$ cat src/rtl/axi_cdc_chan_src.sv
// axi_cdc_chan_src
// Write half of a gray-pointer clock-domain-crossing FIFO for one AXI channel.
// Everything here runs on src_clk_i. The storage array and the gray write
// pointer are exported without synchronisation; the destination half takes
// care of them. The gray read pointer coming back is synchronised here and
// used to decide full, and to decide when an isolate request has drained.

module axi_cdc_chan_src #(
   parameter int DataWidth  = 1,
   parameter int LogDepth   = 1,
   parameter int SyncStages = 2
) (
   input  logic                              src_clk_i,
   input  logic                              src_rst_ni,
   input  logic [DataWidth-1:0]              src_data_i,
   input  logic                              src_valid_i,
   output logic                              src_ready_o,
   input  logic                              isolate_i,
   output logic                              isolated_o,
   output logic [(2**LogDepth)*DataWidth-1:0] async_data_o,
   output logic [LogDepth:0]                 async_wptr_o,
   input  logic [LogDepth:0]                 async_rptr_i
);

   localparam int Depth = 2**LogDepth;

   // In gray code, "one full lap ahead" means the top two bits differ and
   // the remaining bits match.
   localparam logic [LogDepth:0] FullMask = (LogDepth+1)'(3) << (LogDepth-1);

   typedef enum logic [1:0] {
      RUN      = 2'd0,
      DRAIN    = 2'd1,
      ISOLATED = 2'd2
   } state_e;

   state_e state_q, state_d;

   logic [DataWidth-1:0] mem_q [Depth];
   logic [LogDepth:0]    wptr_bin_q;
   logic [LogDepth:0]    wptr_bin_next;
   logic [LogDepth:0]    wptr_gray_q;
   logic [LogDepth:0]    sync_q [SyncStages];
   logic [LogDepth:0]    rptr_sync;
   logic                 full;
   logic                 empty_far;
   logic                 push;

   assign rptr_sync     = sync_q[SyncStages-1];
   assign full          = (wptr_gray_q == (rptr_sync ^ FullMask));
   assign empty_far     = (wptr_gray_q == rptr_sync);
   assign push          = src_valid_i & src_ready_o;
   assign wptr_bin_next = wptr_bin_q + (LogDepth+1)'(1);
   assign async_wptr_o  = wptr_gray_q;

   // Flatten the storage array onto the export bus, entry i at slot i.
   for (genvar g = 0; g < Depth; g++) begin : g_data_out
      assign async_data_o[g*DataWidth +: DataWidth] = mem_q[g];
   end

   // Store an accepted beat and advance both pointer forms on the same edge,
   // so the far side never sees a pointer ahead of its data.
   always_ff @(posedge src_clk_i or negedge src_rst_ni) begin
      if (!src_rst_ni) begin
         for (int i = 0; i < Depth; i++) begin
            mem_q[i] <= '0;
         end
         wptr_bin_q  <= '0;
         wptr_gray_q <= '0;
      end else if (push) begin
         mem_q[wptr_bin_q[LogDepth-1:0]] <= src_data_i;
         wptr_bin_q  <= wptr_bin_next;
         wptr_gray_q <= wptr_bin_next ^ (wptr_bin_next >> 1);
      end
   end

   // Bring the far-side gray read pointer into this clock domain.
   always_ff @(posedge src_clk_i or negedge src_rst_ni) begin
      if (!src_rst_ni) begin
         for (int i = 0; i < SyncStages; i++) begin
            sync_q[i] <= '0;
         end
      end else begin
         sync_q[0] <= async_rptr_i;
         for (int i = 1; i < SyncStages; i++) begin
            sync_q[i] <= sync_q[i-1];
         end
      end
   end

   // Isolate/drain state register.
   always_ff @(posedge src_clk_i or negedge src_rst_ni) begin
      if (!src_rst_ni) begin
         state_q <= RUN;
      end else begin
         state_q <= state_d;
      end
   end

   // Next state and handshake outputs; dropping isolate_i always returns to
   // RUN, even when the drain would have completed in the same cycle.
   always_comb begin
      state_d     = state_q;
      src_ready_o = 1'b0;
      isolated_o  = 1'b0;
      case (state_q)
         RUN: begin
            if (isolate_i) begin
               state_d = DRAIN;
            end
         end
         DRAIN: begin
            if (!isolate_i) begin
               state_d = RUN;
            end else if (empty_far) begin
               state_d = ISOLATED;
            end
         end
         ISOLATED: begin
            if (!isolate_i) begin
               state_d = RUN;
            end
         end
         default: begin
            state_d = RUN;
         end
      endcase
      src_ready_o = ~full & (state_q == RUN) & ~isolate_i;
      isolated_o  = (state_q == ISOLATED);
   end

endmodule

$ cat config.mk
export PLATFORM = sky130hd
export DESIGN_NAME = axi_cdc_chan_src
export DESIGN_NICKNAME = d
export VERILOG_FILES = /design/src/rtl/axi_cdc_chan_src.sv
export SDC_FILE = /design/constraint.sdc
export NUM_CORES = 1
export LEC_CHECK = 0
export BUFFER_PORTS_ARGS = -buffer_cell sky130_fd_sc_hd__buf_2
export CORE_AREA = 2 2 39 41
export CTS_BUF_LIST = sky130_fd_sc_hd__clkbuf_8
export DETAILED_ROUTE_END_ITERATION = 6
export DIE_AREA = 0 0 41 43
export SLEW_MARGIN = 20
export SYNTH_ARGS = -nofsm -noshare
export SYNTH_HDL_FRONTEND = slang
export SYNTH_SLANG_ARGS = --single-unit
export TNS_END_PERCENT = 5
$ cat constraint.sdc
create_clock -name src_clk_i -period 1.78 [get_ports src_clk_i]
set_clock_uncertainty 0.1 [all_clocks]
set_input_delay 0.089 -clock src_clk_i [delete_from_list [all_inputs] [get_ports src_clk_i]]
set_output_delay 0.089 -clock src_clk_i [all_outputs]
set_load 0.005 [all_outputs]
==> run summary <==
RSZ-0062 raised after global routing - no
Wirelength per Cell - 10.9 microns
top cell type's share of synthesized area - 60.1%
die area - 1760 sq um
Worst Path Arrival - 1.51 ns
Post-DRT Antenna Nets - 0
Slew Limit Fails - 0
detailed-route DRC error count - 0
core area - 1380 sq um
nets@finish - 59
GRT Total Usage - 11.8%
Chip Height - 43 microns
syn_nets - 39
CTS tree - built
Static Leak - 0.296 nW
first-pass GRT wire length - 1370 microns
relative slew slack - 78.3%
Top FF cell, synth - dfrtp_1
worst reg2reg setup slack - 0.29 ns
vias - 299
clk_lat worst skew - 0.23 ns
vias in the first global route - 345
mean number of vias per cell - 4.46
grt ovf - 0
Cell Rows - 14
I/O pin total - 13
Final Cycle Share - 83.7%
Starting Density - 33.1%
Mapped Avg Cell Area - 14.3 sq um
layout cells sized above 1 - 43.1%
CP required - 1.80 ns
Cells after Synth - 32
FF+latch count, synth - 11
HPWL after DPL - 568 microns
Yosys cell types - 19
setup slack after layout - 0.291 ns
largest net degree at the start of global routing - 12
Die Width - 41 microns
clock sink count - 11
WS Path Type - register to register
clock buffer count from CTS - 3
Setup crit end kind - register
EDFF count, synth - 0
setup TNS - 0 ns
sequential area share after synthesis - 60.1%
post-synthesis async set-or-reset flop share - 100%
Iter 0 DRT Violations - 1
DRT Pass-1 Iters - 3
clock tree buffer depth - 2
Final Util - 44.6%
gpl congestion - 0.695
CP Launch Type - register
Worst-Margin Slew - 0.325 ns
PD cells - 1480 nW/um^2
synth cell count leaders - 11 x dfrtp_1, 2 x inv_1, 2 x xnor2_1, 2 x xnor2_2
run status - finished, final reports clean
Netlist Area Pre-Place - 458 sq um
dpl ws - 0.297 ns
Area contributors post-synth - dfrtp_1 60%, xnor2_2 7.1%, xnor2_1 3.8%
clock transition at the registers of the reported paths - 0.05 ns
CP max FO - 6
worst hold-check path type - primary input to register
endpoints failing setup - 0
cell taking the most area after synthesis - dfrtp_1
H-tree levels - 1
VDD IR-drop max - 0.663 mV
Clock Tree Root - clkbuf_8
PortBufs - 12
ANT cells - 0
initial antenna violation count - 0
post-route minimum period - 1.49 ns
most frequent cell after synthesis - dfrtp_1
Final Hold Viols - 0
Max-cap violations - 0
final WL - 730 microns
Ys Warns - 0
area added between synthesis and finish - 34.7%
Fmax - 672 MHz
state kept, by name (all words and copies together), names as in the netlist:
register,cells
async_data_o,2
sync_q,2
wptr_bin_q,2
async_wptr_o,1
rptr_sync,2
state_q,2
final cells by class:
cell class / count / area (sq um)
tap: 16 / 20.0
inverter: 2 / 7.51
clock buffer: 3 / 41.3
fill: 129 / 767
timing repair buffer: 16 / 100
sequential: 11 / 275
clock inverter: 1 / 5.00
multi-input combinational: 18 / 168
worst paths after layout:
| check | start | end | depth (start not counted) |
|---|---|---|---|
| worst max register to register | wptr_bin_q[1]$_DFFE_PN0P_ | async_data_o[1]$_DFFE_PN0P_ | 3 |
| max in group asynchronous | src_rst_ni | rptr_sync[0]$_DFF_PN0_ | 2 |
| worst max-delay path | wptr_bin_q[1]$_DFFE_PN0P_ | async_data_o[1]$_DFFE_PN0P_ | 3 |
| worst min register to register | sync_q[3]$_DFF_PN0_ | rptr_sync[1]$_DFF_PN0_ | 0 |
| min in group asynchronous | src_rst_ni | wptr_bin_q[0]$_DFFE_PN0P_ | 2 |
| worst min-delay path | isolate_i | state_q[1]$_DFFE_PN0P_ | 3 |
routing by layer:
metal / global-route usage, % / vias up / wire (microns)
met2: 16.3 / 10 / 358
met3: 3.66 / 0 / 47
met1: 15.1 / 141 / 324
met5: 0 / - / 0
met4: 8.00 / 0 / 0
li1: - / 148 / -
placed cells by master, fill, tap and decap left out, drive strengths merged:
cell type	n
dfrtp	11
o211ai	1
nand2	1
a31oi	1
dlygate4sd3	4
nand3	1
clkbuf	3
mux2i	1
inv	2
xnor2	4
nor3	1
clkinv	1
o21a	1
buf	12
o2111ai	2
mux2	2
nor2b	1
o21ai	1
nand2b	1
stage by stage:
stage,total power (W),cell area (sq um),cells,hold WS [ns]
floorplan,0.000585,458,32,-0.307
global placement,0.000664,531,59,-0.128
detailed placement,0.000670,531,59,-0.131
CTS,0.000927,617,67,0.0270
global route,0.000980,617,67,0.0595
finish,0.000911,617,67,0.0228
cell families (layout without fill, tap and decap cells):
family,count (synthesis),after routing,share of synthesized area (%)
xor gates and xnor gates,4,4,10.9
AOI/OAI and AO/OA,6,6,10.9
and+or+nand+nor,5,5,6.83
buffers and inverters,3,22,3.28
muxes,3,3,7.92
DFF,11,11,60.1
worst max-delay path: stages (launching register included):
cell	delay [ns]
dfrtp_1	0.43
xnor2_2	0.31
o2111ai_2	0.21
mux2_4	0.33
report_power, final:
| group | total [W] | switching (W) | internal [W] |
|---|---|---|---|
| Combinational | 0.000277 | 0.000124 | 0.000152 |
| Clock | 0.000243 | 0.0000901 | 0.000153 |
| Sequential | 0.000390 | 0.0000658 | 0.000325 |
| Total | 0.000911 | 0.000280 | 0.000631 |
repair_timing:
action	4_1_cts	5_1_grt
hold buffers	4	0
setup buffers	0	0
resized for setup	0	0
hold endpoints to repair	15	0
Note: power is estimated with default switching activity, not from simulation.
